`src/rtl/multiplier_iterative.sv`:
```
// Iterative multiplier: retires stride_p multiplier bits per cycle into a 2*width_p accumulator.
// Define MULTIPLIER_ITERATIVE_SIGNED_EN to honour signed_i (two's complement operation).
//
// state | meaning
// IDLE  | ready_o=1, waiting for v_i
// BUSY  | accumulating partial products, counter 0..N-1
// DONE  | v_o=1, c_o held until yumi_i
module multiplier_iterative #(
  parameter int width_p  = 32,
  parameter int stride_p = 4
) (
  input  logic                   clk_i,
  input  logic                   reset_i,
  input  logic [width_p-1:0]     a_i,
  input  logic [width_p-1:0]     b_i,
  input  logic                   signed_i,
  input  logic                   v_i,
  output logic                   ready_o,
  output logic [2*width_p-1:0]   c_o,
  output logic                   v_o,
  input  logic                   yumi_i
);

  localparam int iter_lp  = width_p / stride_p;
  localparam int cnt_w_lp = (iter_lp > 1) ? $clog2(iter_lp) : 1;
  localparam logic [cnt_w_lp-1:0] last_cnt_lp = cnt_w_lp'(iter_lp - 1);

  generate
    if ((width_p % stride_p) != 0) begin : g_bad_stride
      $error("multiplier_iterative: stride_p must divide width_p evenly");
    end
  endgenerate

  typedef enum logic [1:0] {IDLE, BUSY, DONE} state_e;

  state_e                  state_q;
  logic                    ready_q;
  logic                    v_q;
  logic [cnt_w_lp-1:0]     cnt_q;
  logic [2*width_p-1:0]    acc_q;
  logic [2*width_p-1:0]    mcand_q;
  logic [width_p-1:0]      mplier_q;

  logic [2*width_p-1:0]    mcand_init;
  logic [2*width_p-1:0]    acc_init;
  logic [2*width_p-1:0]    partial;

`ifdef MULTIPLIER_ITERATIVE_SIGNED_EN
  // Sign-extended multiplicand times the raw multiplier bits; a negative
  // multiplier is corrected by pre-loading -(a << width_p) into the accumulator.
  assign mcand_init = signed_i ? {{width_p{a_i[width_p-1]}}, a_i}
                               : {{width_p{1'b0}}, a_i};
  assign acc_init   = (signed_i && b_i[width_p-1])
                      ? ({(2*width_p){1'b0}} - {a_i, {width_p{1'b0}}})
                      : {(2*width_p){1'b0}};
`else
  logic unused_signed;
  assign unused_signed = signed_i;
  assign mcand_init    = {{width_p{1'b0}}, a_i};
  assign acc_init      = {(2*width_p){1'b0}};
`endif

  assign partial = mcand_q * {{(2*width_p-stride_p){1'b0}}, mplier_q[stride_p-1:0]};

  always_ff @(posedge clk_i) begin
    if (reset_i) begin
      state_q  <= IDLE;
      ready_q  <= 1'b1;
      v_q      <= 1'b0;
      cnt_q    <= '0;
      acc_q    <= '0;
      mcand_q  <= '0;
      mplier_q <= '0;
    end else begin
      case (state_q)
        IDLE: begin
          if (v_i && ready_q) begin
            state_q  <= BUSY;
            ready_q  <= 1'b0;
            cnt_q    <= '0;
            acc_q    <= acc_init;
            mcand_q  <= mcand_init;
            mplier_q <= b_i;
          end
        end
        BUSY: begin
          acc_q    <= acc_q + partial;
          mcand_q  <= mcand_q << stride_p;
          mplier_q <= mplier_q >> stride_p;
          if (cnt_q == last_cnt_lp) begin
            state_q <= DONE;
            v_q     <= 1'b1;
            cnt_q   <= '0;
          end else begin
            cnt_q <= cnt_q + 1'b1;
          end
        end
        DONE: begin
          if (yumi_i) begin
            state_q <= IDLE;
            v_q     <= 1'b0;
            ready_q <= 1'b1;
          end
        end
        default: begin
          state_q <= IDLE;
          ready_q <= 1'b1;
          v_q     <= 1'b0;
        end
      endcase
    end
  end

  assign ready_o = ready_q & ~reset_i;
  assign v_o     = v_q;
  assign c_o     = acc_q;

`ifndef SYNTHESIS
  yumi_legal_a: assert property (@(posedge clk_i) disable iff (reset_i) yumi_i |-> v_o)
    else $error("multiplier_iterative: yumi_i asserted while v_o=0");
`endif

endmodule
```
`config.mk`:
```
export PLATFORM = sky130hd
export DESIGN_NAME = multiplier_iterative
export DESIGN_NICKNAME = d
export VERILOG_FILES = /design/src/rtl/multiplier_iterative.sv
export SDC_FILE = /design/constraint.sdc
export NUM_CORES = 1
export LEC_CHECK = 0
export ABC_AREA = 0
export ABC_CLOCK_PERIOD_IN_PS = 5200
export CORE_MARGIN = 2
export CORE_UTILIZATION = 45
export CTS_BUF_LIST = sky130_fd_sc_hd__clkbuf_4
export DETAILED_ROUTE_END_ITERATION = 12
export PLACE_DENSITY = 0.67
export SLEW_MARGIN = 20
export SYNTH_ARGS = -nofsm -noshare
export SYNTH_HDL_FRONTEND = slang
export SYNTH_SLANG_ARGS = --single-unit
```
`constraint.sdc`:
```
create_clock -name clk_i -period 5.2 [get_ports clk_i]
set_input_delay 0.78 -clock clk_i [delete_from_list [all_inputs] [get_ports clk_i]]
set_output_delay 0.78 -clock clk_i [all_outputs]
set_load 0.02 [all_outputs]
```
==> results.py <==
metrics = {
    "outcome": {
        "status": "completed",
    },
    "final_layout": {
        "layout-drive-gt1-share_pct": 6.24,
        "areaGrowthSynthToFinish_pct": 14.2,
        "fin_nets": 2502,
        "post-route-util_pct": 51.8,
    },
    "detailed_routing": {
        "drt-initial-drc-count": 1160,
        "wl_per_cell_um": 16.8,
        "num_vias": 14300,
        "drc": 0,
        "ant_nets": 0,
        "post_drt_via_cell_ratio": 5.38,
        "wl_mm": 44.7,
        "dr.pass1.iters": 5,
    },
    "job": {
        "cap_violations": 0,
    },
    "worst_setup_path": {
        "crit_path_start_kind": "flip-flop",
        "path_max_fanout": 27,
        "required_ns": 5.76,
        "crit_type": "flip-flop to flip-flop",
        "end_kind": "flip-flop",
        "arrival_ns": 5.57,
    },
    "logic_synthesis": {
        "syn-cell-area_um2": 16500,
        "synth-edff-count": 0,
        "synth-main-ff-cell": "dfxtp_1",
        "synth_area_per_cell_um2": 7.91,
        "synth.net_count": 2406,
        "synth.ff_latch_count": 167,
        "yosysSeqAreaShare_pct": 20.3,
        "ys_types": 72,
        "async_flop_share_pct": 0,
        "yosys_warnings": 0,
        "synthCells": 2086,
    },
    "grt": {
        "grt_pass1_wl_mm": 73.6,
        "gr-total-overflow": 0,
        "antenna_found_initial": 3,
        "grt_usage_pct": 24.0,
        "grt_max_degree": 92,
        "grt_pass1_vias": 14100,
    },
    "cts": {
        "post_cts_buffers": 0,
        "clk_pin_slew_ns": 0.17,
        "clock_sinks": 167,
        "cts_buffers": 17,
        "cts_tree": "built",
        "clock_latency_ns": 0.64,
        "clockBufferDepth": 2,
        "cts-root-buf": "clkbuf_4",
        "cts_hold_buf": 0,
        "htree_num_levels": 4,
    },
    "timing": {
        "hold_viol_final": 0,
        "period_share_pct": 96.3,
        "drv_slew": 0,
        "setup_violations": 0,
        "setup-tns-final_ns": 0,
        "tightestPinTransition_ns": 0.969,
        "fmax_mhz": 200,
        "finClkSkew_ns": 0.0252,
        "period_minus_slack_ns": 5.01,
        "slew_headroom_pct": 35.1,
        "grt_setup_unrepaired": "false",
    },
    "floorplan": {
        "initial_core_util_pct": 45.4,
        "core_um2": 36300,
        "die_area_um2": 38200,
        "num_rows": 70,
        "die_x_um": 195,
        "die_height_um": 195,
        "io_pins": 135,
    },
    "place": {
        "portBuffers": 133,
        "gp_congestion": 0.965,
        "hpwlAfterDp_mm": 34.2,
    },
    "power": {
        "powerDensity_nw_per_um2": 159,
        "power_leakage_nw": 8.30,
        "ir_drop_v": 0.000136,
    },
    "worst_hold_path": {
        "hp-class": "flip-flop to flip-flop",
    },
}
## area by class of cell
class | instances | area [µm²]
multi-input cells | 1478 | 11600
diodes | 1 | 2.50
inverters | 321 | 1200
flip-flops and latches | 167 | 3350
repair buffers | 197 | 1880
well taps | 468 | 586
clock buffers | 17 | 128
fillers | 3442 | 17500
clock inverters | 14 | 126
## layer usage
| metal | routed length, µm | share of wire [%] | global-route usage [%] |
|---|---|---|---|
| met1 | 21700 | 48 | 35.2 |
| met2 | 19000 | 42 | 35.5 |
| met3 | 3140 | 7.0 | 5.06 |
| met4 | 909 | 2.0 | 7.32 |
| met5 | 25 | 0.056 | 0 |
## what timing repair did
| item | CTS | global route |
|---|---|---|
| gates resized for setup | 3 | 23 |
| endpoints found under the setup margin | 5 | 17 |
| gates cloned | 0 | 0 |
| pin swaps | 0 | 2 |
## worst max-delay path, cell delays in order (launching register included)
cell,delay [ns]
dfxtp_2,0.41
buf_12,0.18
and2_1,0.17
fa_1,0.43
fa_1,0.49
inv_1,0.06
fa_1,0.50
inv_1,0.05
ha_1,0.39
nand4_1,0.25
nor4_4,0.40
nand3_2,0.20
a211oi_4,0.33
nor4_4,0.11
o21a_2,0.29
nor3_1,0.24
o21ai_0,0.13
a32o_1,0.26
## cell usage in the layout (no fill, tap or decap), drive strengths merged, types with 3 or more instances in the layout
master         instances
or3                    4
nand3                 64
a22oi                 23
nor4                   5
nand2b                 6
or4                    3
clkbuf                17
o21ai                 70
nand4                 20
a311oi                57
a211oi                10
nor2                 131
ha                    69
a31oi                 14
nor2b                  7
a21boi                 3
o31ai                  4
nand2                268
dfxtp                167
mux2i                  5
and3                   5
clkinvlp               3
clkinv                 6
buf                   65
clkdlybuf4s50        132
nor3                  20
o21a                   9
inv                  325
o2111ai                4
xor2                  19
a32o                   4
a21o                  25
o21bai                13
and2                 238
a21oi                128
xnor2                 38
o211ai                 7
fa                   182
## synth_stat cells (4+ instances only)
cell type	instances	share of area, %
inv_1	321	7.3
nand2_1	268	6.1
and2_1	238	9.0
fa_1	182	22
dfxtp_1	167	20
nor2_1	131	3.0
a21oi_1	127	3.9
clkbuf_1	91	2.1
ha_1	69	5.2
nand3_1	64	1.9
o21ai_0	58	1.8
a311oi_1	57	3.0
xnor2_1	38	2.0
a21o_1	25	1.1
a22oi_1	23	1.0
nor3_1	20	0.61
nand4_1	19	0.72
xor2_1	19	1.0
a31oi_1	14	0.53
o21bai_1	13	0.59
buf_1	10	0.23
o21ai_1	10	0.30
a211oi_1	8	0.36
o21a_1	8	0.36
nor2b_1	7	0.27
o211ai_1	7	0.32
buf_2	6	0.18
nand2b_1	6	0.23
and3_1	5	0.19
mux2i_1	5	0.30
a32o_1	4	0.24
buf_4	4	0.18
clkbuf_8	4	0.33
nor4_1	4	0.15
o2111ai_1	4	0.21
or3_1	4	0.15
## stage by stage
step | instances | setup WS, ns | total power, W | hold WS [ns] | area, µm²
global route | 2663 | 0.00634 | 0.00317 | 0.509 | 18800
floorplan | 2086 | 0.525 | 0.00195 | 0.448 | 16500
detailed placement | 2631 | -0.0668 | 0.00223 | 0.466 | 18500
finish | 2663 | 0.195 | 0.00299 | 0.486 | 18800
global placement | 2631 | -0.0538 | 0.00222 | 0.452 | 18500
CTS | 2662 | 0.00251 | 0.00301 | 0.486 | 18700
## cells by family (layout without fill, tap and decap cells)
kind of cell    count (synthesis)  count (layout)  synth area share (%)
xor+xnor                       57              57                  3.03
fa+ha+maj                     251             251                  27.3
simple gates                  778             778                  23.0
other cells                     0               1                     0
mux                             6               6                 0.372
flops                         167             167                  20.3
compound gates                386             386                  15.5
buf+inv                       441             549                  10.6
## path summary, 6_finish.rpt
kind | from | end | slack [ns] | cells after the start
worst min-delay path | c_o[44] | c_o[44] | 0.49 | 2
worst min register to register | c_o[44] | c_o[44] | 0.49 | 2
worst max-delay path | mplier_q[2] | c_o[57] | 0.19 | 17
worst max register to register | mplier_q[2] | c_o[57] | 0.19 | 17
## flip-flops by register name (all words and copies together) (netlist names)
| signal | flops |
|---|---|
| ready_q | 1 |
| mplier_q | 32 |
| cnt_q | 3 |
| v_o | 1 |
| mcand_q | 64 |
| state_q | 2 |
| c_o | 64 |
## power breakdown
group / internal (W) / switching, W
Clock: 0.000239 / 0.000542
Sequential: 0.00134 / 0.0000701
Combinational: 0.000315 / 0.000485
Total: 0.00190 / 0.00110
Power figures use the tool's default switching activity.
